File: src/rtl/cpu_pkg.sv
// Shared CPU definitions: datapath widths, branch condition codes and the
// hazard controller state encoding.
package cpu_pkg;

  localparam int PC_W  = 22;
  localparam int REG_W = 5;

  // Branch condition codes carried with a branch instruction.
  localparam logic [2:0] BR_NEQ    = 3'd0;
  localparam logic [2:0] BR_EQ     = 3'd1;
  localparam logic [2:0] BR_GT     = 3'd2;
  localparam logic [2:0] BR_LT     = 3'd3;
  localparam logic [2:0] BR_GTE    = 3'd4;
  localparam logic [2:0] BR_LTE    = 3'd5;
  localparam logic [2:0] BR_OVF    = 3'd6;
  localparam logic [2:0] BR_UNCOND = 3'd7;

  typedef enum logic [1:0] {
    HZ_RUN      = 2'd0,
    HZ_MEM_WAIT = 2'd1,
    HZ_HALT     = 2'd2
  } hz_state_e;

endpackage

File: src/rtl/hazard_ctrl_if.sv
// Pipeline-to-hazard-controller bundle: EX/MEM stage status in, stall/flush/PC control out.
interface hazard_ctrl_if;

  logic [cpu_pkg::REG_W-1:0] ID_src1;
  logic [cpu_pkg::REG_W-1:0] ID_src2;
  logic                      ID_use_src1;
  logic                      ID_use_src2;
  logic [cpu_pkg::REG_W-1:0] EX_dst_reg;
  logic                      EX_use_dst_reg;
  logic                      EX_is_load;
  logic                      MEM_is_branch;
  logic [2:0]                MEM_branch_cond;
  logic                      MEM_flag_ov;
  logic                      MEM_flag_neg;
  logic                      MEM_flag_zero;
  logic [cpu_pkg::PC_W-1:0]  MEM_PC_out;
  logic                      MEM_hlt;
  logic                      mem_req;
  logic                      mem_rdy;

  logic                      stall_pc;
  logic                      stall_IF_ID;
  logic                      stall_ID_EX;
  logic                      stall_EX_MEM;
  logic                      flush_IF_ID;
  logic                      flush_ID_EX;
  logic                      flush_EX_MEM;
  logic                      flush_MEM_WB;
  logic                      pc_sel;
  logic [cpu_pkg::PC_W-1:0]  pc_redirect;
  logic                      hlt;
  logic                      mem_err;

  // Pipeline side: presents stage status, consumes controls.
  modport master (
    output ID_src1, ID_src2, ID_use_src1, ID_use_src2,
    output EX_dst_reg, EX_use_dst_reg, EX_is_load,
    output MEM_is_branch, MEM_branch_cond, MEM_flag_ov, MEM_flag_neg, MEM_flag_zero,
    output MEM_PC_out, MEM_hlt, mem_req, mem_rdy,
    input  stall_pc, stall_IF_ID, stall_ID_EX, stall_EX_MEM,
    input  flush_IF_ID, flush_ID_EX, flush_EX_MEM, flush_MEM_WB,
    input  pc_sel, pc_redirect, hlt, mem_err
  );

  // Hazard controller side.
  modport slave (
    input  ID_src1, ID_src2, ID_use_src1, ID_use_src2,
    input  EX_dst_reg, EX_use_dst_reg, EX_is_load,
    input  MEM_is_branch, MEM_branch_cond, MEM_flag_ov, MEM_flag_neg, MEM_flag_zero,
    input  MEM_PC_out, MEM_hlt, mem_req, mem_rdy,
    output stall_pc, stall_IF_ID, stall_ID_EX, stall_EX_MEM,
    output flush_IF_ID, flush_ID_EX, flush_EX_MEM, flush_MEM_WB,
    output pc_sel, pc_redirect, hlt, mem_err
  );

endinterface

File: src/rtl/branch_eval.sv
// Branch condition evaluator: condition code + {ov,neg,zero} flags -> condition true.
// Purely combinational so the branch predictor can reuse it.
module branch_eval
  import cpu_pkg::*;
(
  input  logic [2:0] cond,
  input  logic       flag_ov,
  input  logic       flag_neg,
  input  logic       flag_zero,
  output logic       cond_true
);

  // Decode the condition code against the flags.
  always_comb begin
    cond_true = 1'b0;
    case (cond)
      BR_NEQ:    cond_true = !flag_zero;
      BR_EQ:     cond_true = flag_zero;
      BR_GT:     cond_true = !flag_zero && !flag_neg;
      BR_LT:     cond_true = flag_neg;
      BR_GTE:    cond_true = !flag_neg;
      BR_LTE:    cond_true = flag_neg || flag_zero;
      BR_OVF:    cond_true = flag_ov;
      BR_UNCOND: cond_true = 1'b1;
      default:   cond_true = 1'b0;
    endcase
  end

endmodule

File: src/rtl/hazard_ctrl.sv
// Central pipeline hazard controller: branch redirect, load-use bubbles,
// memory wait stalls with timeout, and the sticky processor halt.
// Datapath widths come from cpu_pkg so they match the interface.
module hazard_ctrl
  import cpu_pkg::*;
#(
  parameter int MEM_TIMEOUT = 15
) (
  input  logic          clk,
  input  logic          rst_n,
  hazard_ctrl_if.slave  bus
);

  localparam int                CNT_W    = (MEM_TIMEOUT > 1) ? $clog2(MEM_TIMEOUT) : 1;
  localparam logic [CNT_W-1:0]  CNT_LAST = CNT_W'(MEM_TIMEOUT - 1);
  localparam logic [CNT_W-1:0]  CNT_ONE  = CNT_W'(1);

  hz_state_e        state_r, state_nxt;
  logic [CNT_W-1:0] cnt_r, cnt_nxt;
  logic             hlt_r;
  logic             mem_err_r, mem_err_nxt;

  logic cond_true, taken, load_use, waiting;
  logic stall_pc_s, stall_if_id_s, stall_id_ex_s, stall_ex_mem_s;
  logic flush_if_id_s, flush_id_ex_s, flush_ex_mem_s, flush_mem_wb_s;
  logic pc_sel_s;

  branch_eval u_branch_eval (
    .cond      (bus.MEM_branch_cond),
    .flag_ov   (bus.MEM_flag_ov),
    .flag_neg  (bus.MEM_flag_neg),
    .flag_zero (bus.MEM_flag_zero),
    .cond_true (cond_true)
  );

  assign taken = bus.MEM_is_branch & cond_true;

  // Register 0 is hard-wired, so a load targeting it never creates a hazard.
  assign load_use = bus.EX_is_load & bus.EX_use_dst_reg & (bus.EX_dst_reg != {REG_W{1'b0}}) &
                    ((bus.ID_use_src1 & (bus.ID_src1 == bus.EX_dst_reg)) |
                     (bus.ID_use_src2 & (bus.ID_src2 == bus.EX_dst_reg)));

  // A wait that sees mem_rdy releases this cycle and is treated exactly like RUN.
  assign waiting = (state_r == HZ_MEM_WAIT) && !bus.mem_rdy;

  // Next-state, counter and control decode.
  always_comb begin
    state_nxt      = state_r;
    cnt_nxt        = cnt_r;
    mem_err_nxt    = mem_err_r;
    stall_pc_s     = 1'b0;
    stall_if_id_s  = 1'b0;
    stall_id_ex_s  = 1'b0;
    stall_ex_mem_s = 1'b0;
    flush_if_id_s  = 1'b0;
    flush_id_ex_s  = 1'b0;
    flush_ex_mem_s = 1'b0;
    flush_mem_wb_s = 1'b0;
    pc_sel_s       = 1'b0;
    case (state_r)
      HZ_RUN, HZ_MEM_WAIT: begin
        if (waiting) begin
          stall_pc_s     = 1'b1;
          stall_if_id_s  = 1'b1;
          stall_id_ex_s  = 1'b1;
          stall_ex_mem_s = 1'b1;
          flush_mem_wb_s = 1'b1;
          if (cnt_r == CNT_LAST) begin
            mem_err_nxt = 1'b1;
            state_nxt   = HZ_HALT;
            cnt_nxt     = {CNT_W{1'b0}};
          end else begin
            cnt_nxt = cnt_r + CNT_ONE;
          end
        end else begin
          state_nxt = HZ_RUN;
          cnt_nxt   = {CNT_W{1'b0}};
          if (bus.MEM_hlt) begin
            state_nxt     = HZ_HALT;
            stall_pc_s    = 1'b1;
            flush_if_id_s = 1'b1;
            flush_id_ex_s = 1'b1;
          end else if (taken) begin
            // Younger instrs are squashed, so a coincident load-use is moot.
            pc_sel_s       = 1'b1;
            flush_if_id_s  = 1'b1;
            flush_id_ex_s  = 1'b1;
            flush_ex_mem_s = 1'b1;
          end else if (bus.mem_req && !bus.mem_rdy && !bus.MEM_is_branch) begin
            state_nxt      = HZ_MEM_WAIT;
            stall_pc_s     = 1'b1;
            stall_if_id_s  = 1'b1;
            stall_id_ex_s  = 1'b1;
            stall_ex_mem_s = 1'b1;
            flush_mem_wb_s = 1'b1;
          end else if (load_use) begin
            stall_pc_s    = 1'b1;
            stall_if_id_s = 1'b1;
            flush_id_ex_s = 1'b1;
          end else begin
            state_nxt = HZ_RUN;
          end
        end
      end
      HZ_HALT: begin
        stall_pc_s     = 1'b1;
        stall_if_id_s  = 1'b1;
        stall_id_ex_s  = 1'b1;
        stall_ex_mem_s = 1'b1;
      end
      default: begin
        state_nxt = HZ_RUN;
        cnt_nxt   = {CNT_W{1'b0}};
      end
    endcase
  end

  // State, wait counter and sticky halt/error flags.
  always_ff @(posedge clk or negedge rst_n) begin
    if (!rst_n) begin
      state_r   <= HZ_RUN;
      cnt_r     <= {CNT_W{1'b0}};
      hlt_r     <= 1'b0;
      mem_err_r <= 1'b0;
    end else begin
      state_r   <= state_nxt;
      cnt_r     <= cnt_nxt;
      hlt_r     <= hlt_r | (state_nxt == HZ_HALT);
      mem_err_r <= mem_err_nxt;
    end
  end

  assign bus.stall_pc     = stall_pc_s;
  assign bus.stall_IF_ID  = stall_if_id_s;
  assign bus.stall_ID_EX  = stall_id_ex_s;
  assign bus.stall_EX_MEM = stall_ex_mem_s;
  assign bus.flush_IF_ID  = flush_if_id_s;
  assign bus.flush_ID_EX  = flush_id_ex_s;
  assign bus.flush_EX_MEM = flush_ex_mem_s;
  assign bus.flush_MEM_WB = flush_mem_wb_s;
  assign bus.pc_sel       = pc_sel_s;
  assign bus.pc_redirect  = pc_sel_s ? bus.MEM_PC_out : {PC_W{1'b0}};
  assign bus.hlt          = hlt_r;
  assign bus.mem_err      = mem_err_r;

endmodule
File: src/flat_wrapper.sv
// flat-port wrapper written by rule: the top's interface ports become plain ports
module hazard_ctrl_flat import cpu_pkg::*;
#(
  parameter int MEM_TIMEOUT = 15
)
  (clk, rst_n, bus_ID_src1, bus_ID_src2, bus_ID_use_src1, bus_ID_use_src2, bus_EX_dst_reg, bus_EX_use_dst_reg, bus_EX_is_load, bus_MEM_is_branch, bus_MEM_branch_cond, bus_MEM_flag_ov, bus_MEM_flag_neg, bus_MEM_flag_zero, bus_MEM_PC_out, bus_MEM_hlt, bus_mem_req, bus_mem_rdy, bus_stall_pc, bus_stall_IF_ID, bus_stall_ID_EX, bus_stall_EX_MEM, bus_flush_IF_ID, bus_flush_ID_EX, bus_flush_EX_MEM, bus_flush_MEM_WB, bus_pc_sel, bus_pc_redirect, bus_hlt, bus_mem_err);
  hazard_ctrl_if bus_i ();
  input  logic clk;
  input  logic rst_n;
  input wire logic [$bits(bus_i.ID_src1)-1:0] bus_ID_src1;
  input wire logic [$bits(bus_i.ID_src2)-1:0] bus_ID_src2;
  input wire logic [$bits(bus_i.ID_use_src1)-1:0] bus_ID_use_src1;
  input wire logic [$bits(bus_i.ID_use_src2)-1:0] bus_ID_use_src2;
  input wire logic [$bits(bus_i.EX_dst_reg)-1:0] bus_EX_dst_reg;
  input wire logic [$bits(bus_i.EX_use_dst_reg)-1:0] bus_EX_use_dst_reg;
  input wire logic [$bits(bus_i.EX_is_load)-1:0] bus_EX_is_load;
  input wire logic [$bits(bus_i.MEM_is_branch)-1:0] bus_MEM_is_branch;
  input wire logic [$bits(bus_i.MEM_branch_cond)-1:0] bus_MEM_branch_cond;
  input wire logic [$bits(bus_i.MEM_flag_ov)-1:0] bus_MEM_flag_ov;
  input wire logic [$bits(bus_i.MEM_flag_neg)-1:0] bus_MEM_flag_neg;
  input wire logic [$bits(bus_i.MEM_flag_zero)-1:0] bus_MEM_flag_zero;
  input wire logic [$bits(bus_i.MEM_PC_out)-1:0] bus_MEM_PC_out;
  input wire logic [$bits(bus_i.MEM_hlt)-1:0] bus_MEM_hlt;
  input wire logic [$bits(bus_i.mem_req)-1:0] bus_mem_req;
  input wire logic [$bits(bus_i.mem_rdy)-1:0] bus_mem_rdy;
  output wire logic [$bits(bus_i.stall_pc)-1:0] bus_stall_pc;
  output wire logic [$bits(bus_i.stall_IF_ID)-1:0] bus_stall_IF_ID;
  output wire logic [$bits(bus_i.stall_ID_EX)-1:0] bus_stall_ID_EX;
  output wire logic [$bits(bus_i.stall_EX_MEM)-1:0] bus_stall_EX_MEM;
  output wire logic [$bits(bus_i.flush_IF_ID)-1:0] bus_flush_IF_ID;
  output wire logic [$bits(bus_i.flush_ID_EX)-1:0] bus_flush_ID_EX;
  output wire logic [$bits(bus_i.flush_EX_MEM)-1:0] bus_flush_EX_MEM;
  output wire logic [$bits(bus_i.flush_MEM_WB)-1:0] bus_flush_MEM_WB;
  output wire logic [$bits(bus_i.pc_sel)-1:0] bus_pc_sel;
  output wire logic [$bits(bus_i.pc_redirect)-1:0] bus_pc_redirect;
  output wire logic [$bits(bus_i.hlt)-1:0] bus_hlt;
  output wire logic [$bits(bus_i.mem_err)-1:0] bus_mem_err;
  assign bus_i.ID_src1 = bus_ID_src1;
  assign bus_i.ID_src2 = bus_ID_src2;
  assign bus_i.ID_use_src1 = bus_ID_use_src1;
  assign bus_i.ID_use_src2 = bus_ID_use_src2;
  assign bus_i.EX_dst_reg = bus_EX_dst_reg;
  assign bus_i.EX_use_dst_reg = bus_EX_use_dst_reg;
  assign bus_i.EX_is_load = bus_EX_is_load;
  assign bus_i.MEM_is_branch = bus_MEM_is_branch;
  assign bus_i.MEM_branch_cond = bus_MEM_branch_cond;
  assign bus_i.MEM_flag_ov = bus_MEM_flag_ov;
  assign bus_i.MEM_flag_neg = bus_MEM_flag_neg;
  assign bus_i.MEM_flag_zero = bus_MEM_flag_zero;
  assign bus_i.MEM_PC_out = bus_MEM_PC_out;
  assign bus_i.MEM_hlt = bus_MEM_hlt;
  assign bus_i.mem_req = bus_mem_req;
  assign bus_i.mem_rdy = bus_mem_rdy;
  assign bus_stall_pc = bus_i.stall_pc;
  assign bus_stall_IF_ID = bus_i.stall_IF_ID;
  assign bus_stall_ID_EX = bus_i.stall_ID_EX;
  assign bus_stall_EX_MEM = bus_i.stall_EX_MEM;
  assign bus_flush_IF_ID = bus_i.flush_IF_ID;
  assign bus_flush_ID_EX = bus_i.flush_ID_EX;
  assign bus_flush_EX_MEM = bus_i.flush_EX_MEM;
  assign bus_flush_MEM_WB = bus_i.flush_MEM_WB;
  assign bus_pc_sel = bus_i.pc_sel;
  assign bus_pc_redirect = bus_i.pc_redirect;
  assign bus_hlt = bus_i.hlt;
  assign bus_mem_err = bus_i.mem_err;
  hazard_ctrl #(.MEM_TIMEOUT(MEM_TIMEOUT)) u_core (.clk(clk), .rst_n(rst_n), .bus(bus_i));
endmodule
File: config.mk
export PLATFORM = sky130hd
export DESIGN_NAME = hazard_ctrl_flat
export DESIGN_NICKNAME = d
export VERILOG_FILES = /design/src/rtl/cpu_pkg.sv /design/src/rtl/hazard_ctrl_if.sv /design/src/rtl/branch_eval.sv /design/src/rtl/hazard_ctrl.sv /design/src/flat_wrapper.sv
export SDC_FILE = /design/constraint.sdc
export NUM_CORES = 1
export LEC_CHECK = 0
export CAP_MARGIN = 25
export CORE_ASPECT_RATIO = 0.9
export CORE_MARGIN = 2
export CORE_UTILIZATION = 25
export DETAILED_ROUTE_END_ITERATION = 8
export PLACE_DENSITY_LB_ADDON = 0.1
export SETUP_SLACK_MARGIN = 0.05
export SYNTH_ARGS = -nofsm -noshare
export SYNTH_HDL_FRONTEND = slang
export SYNTH_HIERARCHICAL = 1
export SYNTH_SLANG_ARGS = --single-unit
File: constraint.sdc
create_clock -name clk -period 2.2 [get_ports clk]
set_input_delay 0.44 -clock clk [delete_from_list [all_inputs] [get_ports clk]]
set_output_delay 0.44 -clock clk [all_outputs]
set_load 0.02 [all_outputs]
Word level (Yosys, flattened, before mapping) --
Index checks and enable logic that the tools add are counted.
Word-level totals: register bits 8, logic and storage cells 78
Cells by class: $add $sub $neg 1, equality and inequality tests 13, mux-type cells 38, bitwise operators 8, reductions and logical operators 14
Operator list (number):
- 2-to-1 mux 1 bit | 25
- 2-to-1 mux 22 bit | 1
- equality test 3 bit (second input constant) | 4
- equality test 5 bit | 2
- 2-to-1 mux 2 bit | 4
- 2-to-1 mux 4 bit | 2
- one-hot mux 1 bit (8 select lines) | 1
- one-hot mux 4 bit (2 select lines) | 1
- AND 1 bit | 6
- equality test 3 x 2 -> 1 bit (second input constant) | 2
- one-hot mux 1 bit (2 select lines) | 3
- nonzero test 5 bit | 1
- adder 4 x 1 -> 4 bit (second input constant) | 1
- equality test 2 bit (second input constant) | 2
- equality test 4 bit (second input constant) | 1
- logical AND 1 bit | 4
- zero test 1 bit | 4
- one-hot mux 2 bit (2 select lines) | 1
- equality test 3 x 1 -> 1 bit (second input constant) | 1
- zero test 3 bit | 1
- AND reduction 3 bit | 1
- equality test 2 x 1 -> 1 bit (second input constant) | 1
- zero test 2 bit | 1
- bitwise OR 1 bit | 2
- other kinds (2) | 2

Depth between registers and ports, before layout --
depth after elaboration 10, gate-level depth with buffers 7, mapped depth without buffers 7

By module --
Netlist, hierarchy kept.
By module, submodules not included:
- hazard_ctrl | instances 1, cells each 99, area an instance 789.5 sq um
- branch_eval | instances 1, cells each 10, area an instance 87.6 sq um

Worst setup path before layout --
OpenSTA, ideal clock, no wires.
path kind input-to-output, start point input bus_MEM_branch_cond[0], end point output bus_stall_pc, arrival time 1929 ps, path slack -169 ps, cell stages on the path 6, path through and2_4 a2111oi_2 a311oi_2 nand2_1 nand3_1 o41ai_1
On the way: longest elaborated chain between the ends 7
RTL lines:
- from (decl) | line flat_wrapper.sv:18 | input wire logic [$bits(bus_i.MEM_branch_cond)-1:0] bus_MEM_branch_cond;
- equality test 3 bit, or another cell as far along | line branch_eval.sv:16 | case (cond)
- one-hot mux 1 bit (8 select lines) * | line branch_eval.sv:16
- net u_core.cond_true | line hazard_ctrl.sv:23 | logic cond_true, taken, load_use, waiting;
- AND 1 bit * | line hazard_ctrl.sv:36 | assign taken = bus.MEM_is_branch & cond_true;
- 2-to-1 mux 1 bit * | line hazard_ctrl.sv:83 | end else if (taken) begin
- 2-to-1 mux 1 bit * | line hazard_ctrl.sv:78 | if (bus.MEM_hlt) begin
- 2-to-1 mux 1 bit * | line hazard_ctrl.sv:62 | if (waiting) begin
- one-hot mux 1 bit (2 select lines) * | line hazard_ctrl.sv:60 | case (state_r)
- to (decl) | line flat_wrapper.sv:26 | output wire logic [$bits(bus_i.stall_pc)-1:0] bus_stall_pc;
The timed path passes the listed nets; every way through them passes the cells marked *.

Worst setup path in the final report --
start point input bus_MEM_flag_zero, end point output bus_stall_pc
On the way: longest elaborated chain between the ends 8
RTL lines:
- from (decl) | line flat_wrapper.sv:21 | input wire logic [$bits(bus_i.MEM_flag_zero)-1:0] bus_MEM_flag_zero;
- zero test 1 bit | line branch_eval.sv:17, branch_eval.sv:19
- logical AND 1 bit | line branch_eval.sv:19 | BR_GT: cond_true = !flag_zero && !flag_neg;
- one-hot mux 1 bit (8 select lines) * | line branch_eval.sv:16
- net u_core.cond_true | line hazard_ctrl.sv:23
- AND 1 bit * | line hazard_ctrl.sv:36
- 2-to-1 mux 1 bit * | line hazard_ctrl.sv:83
- 2-to-1 mux 1 bit * | line hazard_ctrl.sv:78
- 2-to-1 mux 1 bit * | line hazard_ctrl.sv:62
- one-hot mux 1 bit (2 select lines) * | line hazard_ctrl.sv:60
Marked as above.

==> summary.txt <==
worst hold slack: 0.4741 ns
placement-stage worst setup slack: -1.084 ns
area enclosed by the die boundary: 3999 sq um
maximum resistive drop on vdd: 0.2644 mV
Reg-to-Reg End: u_core/cnt_r[3]
setup repair after global routing missed its margin: yes
Clock Sinks: 8
cell at the root of the clock tree: sky130_fd_sc_hd__clkbuf_8
source of the worst register-to-register timing path: u_core/cnt_r[0]
number of I/O pins: 86
Crit Path Max Fanout: 4
P&R area growth vs syn: 150.9%
number of failing hold endpoints at the final stage: 0
vias per std cell: 4.458
Data arrival, critical path: 1.95 ns
commonest non-fill, non-tap cells in the layout: sky130_fd_sc_hd__buf_6, sky130_fd_sc_hd__clkdlybuf4s50_1, sky130_fd_sc_hd__and2_4, sky130_fd_sc_hd__buf_4
max-slew violations: 0
Max Clock Skew: 0.001556 ns
Detailed Route Iter0 Violations: 11
cts-stage hold buffer count: 0
nature of the critical path startpoint: primary input
maximum number of pins on one net before global-route repair: 9
hold depth: 1
standard-cell row count: 20
area share of the leading cell type in the synthesized netlist: 0.2282
Cell Area, Synth: 877.1 sq um
Synth Instances: 109
ANT cells: 0
reg2reg setup slack: 0.54 ns
floorplan die height: 60.19 um
average footprint of a synthesized cell: 8.047 sq um
portion of the post-synthesis area used by sequential elements: 0.2282
GR Overflow Total: 0
Fmax achieved: 418.5 MHz
Leak Pwr: 0.001003 uW
result of the run: finished with violations
number of inserted filler cells in the final layout: 308
worst-margin pin slew: 0.3545 ns
placed instance area: 1933 sq um
fraction of the cycle the final worst path needs: 1.086
Yosys warning count: 6
highest metal layer with signal wires: met4
# setup viols final: 28
number of search-and-repair iterations in the first detailed-routing pass: 4
area used by multi-input combinational logic: 817.0 sq um
Min Clock Period, post-route: 2.389 ns
number of antenna violations at the first check in global routing: 0
clock transition at the register clock pins on the worst setup and hold paths after CTS: 0.04 ns
standard cell core area: 3378 sq um
DRC Markers: 0
Skew-Pair Late Insertion Delay: 0.23 ns
global-route wire length before repair: 5.368 mm
TritonCTS clock tree: done
count of input and output buffers: 85
ranking of synthesized cells by area: sky130_fd_sc_hd__dfrtp_1, sky130_fd_sc_hd__and2_1, sky130_fd_sc_hd__xor2_1
final design area excluding fillers: 2201 sq um
number of global-route vias before repair: 1195
count of distinct cell types in the synthesized netlist: 37
maximum buffer depth of the clock tree: 2
post-DR wirelength/cell: 14.23 um
most common cell after layout, fill and taps aside: sky130_fd_sc_hd__buf_6
Post-layout nets: 273
final weighted congestion in routability-driven placement: 0.7471
Die X-Extent: 66.44 um
routed vias: 1159
Power, Total: 501.8 uW
syn nets: 164
DR WL met3: 245 um
post-route worst setup slack: -0.1893 ns
endpoint with the worst hold slack: u_core/bus.hlt
flip-flop and latch count after synthesis: 8
Max-Slew Margin vs Limit: 0.7629
total global-route track usage: 0.1762
depth of the worst register-to-register path: 7
kind of path behind the tightest hold check: register to register
Worst Path Class, Setup: primary input to output port
Detailed Place HPWL: 2.813 mm
total wirelength of the detailed-routed design: 3.699 mm
max-cap check violation count: 0
register area: 200.2 sq um
residual antenna-violating net count after detailed routing: 0
routed length on met2: 2.087 mm
Power Density: 228.0 nW/um^2
setup_tns: -3.928 ns
clock buffers created by TritonCTS: 3
Initial Util: 0.2596
startpoint of the lowest-slack hold path: u_core/bus.hlt
layout cells sized above 1: 0.5370
type of destination of the critical path: output port
failing checks: setup timing
cell taking the most area after synthesis: sky130_fd_sc_hd__dfrtp_1
wire length on met1: 1.348 mm
required time at the worst-slack endpoint: 1.76 ns
# H-tree levels: 1
-- state kept, by name, indices dropped and copies added, names as in the netlist --
| signal | cells |
|---|---|
| u_core/cnt_r | 4 |
| u_core/state_r | 2 |
| u_core/bus.hlt | 1 |
| u_core/bus.mem_err | 1 |
-- power breakdown --
group	total, uW	internal, uW	switching (uW)
logic	179	116	63.7
registers	149	148	0.568
clock network	174	118	55.3
total	502	382	120
-- cells in the mapped netlist --
library cell and count:
sky130_fd_sc_hd__a21oi_1 2, sky130_fd_sc_hd__nor4_1 3, sky130_fd_sc_hd__o31ai_1 1, sky130_fd_sc_hd__nand2_1 8, sky130_fd_sc_hd__buf_4 2, sky130_fd_sc_hd__or3_1 2
sky130_fd_sc_hd__a32oi_1 1, sky130_fd_sc_hd__and2_0 1, sky130_fd_sc_hd__nand2b_1 4, sky130_fd_sc_hd__and2_1 23, sky130_fd_sc_hd__buf_2 2, sky130_fd_sc_hd__ha_1 2
sky130_fd_sc_hd__dfrtp_1 8, sky130_fd_sc_hd__and2b_1 1, sky130_fd_sc_hd__or2_1 1, sky130_fd_sc_hd__and3_4 1, sky130_fd_sc_hd__nor3_1 1, sky130_fd_sc_hd__o21bai_1 6
sky130_fd_sc_hd__xnor2_1 2, sky130_fd_sc_hd__and3_1 2, sky130_fd_sc_hd__and2_4 1, sky130_fd_sc_hd__and4b_2 1, sky130_fd_sc_hd__or4_1 2, sky130_fd_sc_hd__nand3_1 1
sky130_fd_sc_hd__inv_1 4, sky130_fd_sc_hd__o2bb2ai_1 1, sky130_fd_sc_hd__a211oi_1 1, sky130_fd_sc_hd__mux2i_1 2, sky130_fd_sc_hd__o41ai_1 1, sky130_fd_sc_hd__o21ai_0 2
sky130_fd_sc_hd__nor2_1 5, sky130_fd_sc_hd__a21o_1 1, sky130_fd_sc_hd__a2111oi_2 1, sky130_fd_sc_hd__nor3b_1 2, sky130_fd_sc_hd__a311oi_2 1, sky130_fd_sc_hd__clkbuf_1 2
sky130_fd_sc_hd__xor2_1 8
-- through the flow --
stage          std cells    util
6_report             260  0.6515
5_1_grt              260  0.6515
4_1_cts              259  0.6467
3_5_place_dp         251  0.5722
3_3_place_gp         251  0.5722
2_1_floorplan        109       -
-- what timing repair did --
| action | in CTS | in global routing |
|---|---|---|
| setup endpoints to repair | 31 | 31 |
| pin swaps | 36 | 16 |
| setup buffers | 2 | 1 |
| resized for setup | 277 | 19 |
| gates cloned | 3 | 0 |
-- worst max-delay path, cell delays in order --
cell	delay [ns]
sky130_fd_sc_hd__buf_8	0.10
sky130_fd_sc_hd__and2_4	0.16
sky130_fd_sc_hd__a2111oi_4	0.35
sky130_fd_sc_hd__a311oi_2	0.08
sky130_fd_sc_hd__nand2_2	0.16
sky130_fd_sc_hd__buf_6	0.11
sky130_fd_sc_hd__nand3_2	0.07
sky130_fd_sc_hd__o41ai_2	0.27
sky130_fd_sc_hd__buf_4	0.20
-- cell type report --
type / count / share of cell area
Inverter: 4 / 0.006822
Sequential cell: 8 / 0.09096
Tap cell: 44 / 0.02501
Clock buffer: 3 / 0.01876
Timing Repair Buffer: 110 / 0.4872
Multi-Input combinational cell: 91 / 0.3712
-- metal layers --
metal,vias to the layer above,global-route usage
li1,592,-
met1,527,0.1843
met2,38,0.3529
met3,2,0.05085
met4,0,0.02624
met5,-,0
-- how the worst max path moves through the flow --
stage               depth (start not counted)  slack, ns                    from         endpoint
finish                                      9      -0.19       bus_MEM_flag_zero     bus_stall_pc
global route                                9      -0.27       bus_MEM_flag_zero     bus_stall_pc
CTS                                         9      -0.19        bus_MEM_flag_neg  bus_stall_IF_ID
detailed placement                          9      -1.08  bus_MEM_branch_cond[1]  bus_stall_IF_ID
global placement                            9       -1.0  bus_MEM_branch_cond[1]  bus_stall_IF_ID
floorplan                                   7       0.05  bus_MEM_branch_cond[0]  bus_stall_IF_ID
-- cells by family (layout without fill, tap and decap cells) --
group,count (synthesis),in the layout,synth area share
AOI/OAI and AO/OA,18,18,0.1641
xor gates and xnor gates,10,10,0.09986
adders and majority gates,2,2,0.02853
buffers and inverters,10,117,0.05420
DFF,8,8,0.2282
muxes,2,2,0.02283
and+or+nand+nor,59,59,0.4023
Note: power is estimated with default switching activity, not from simulation.
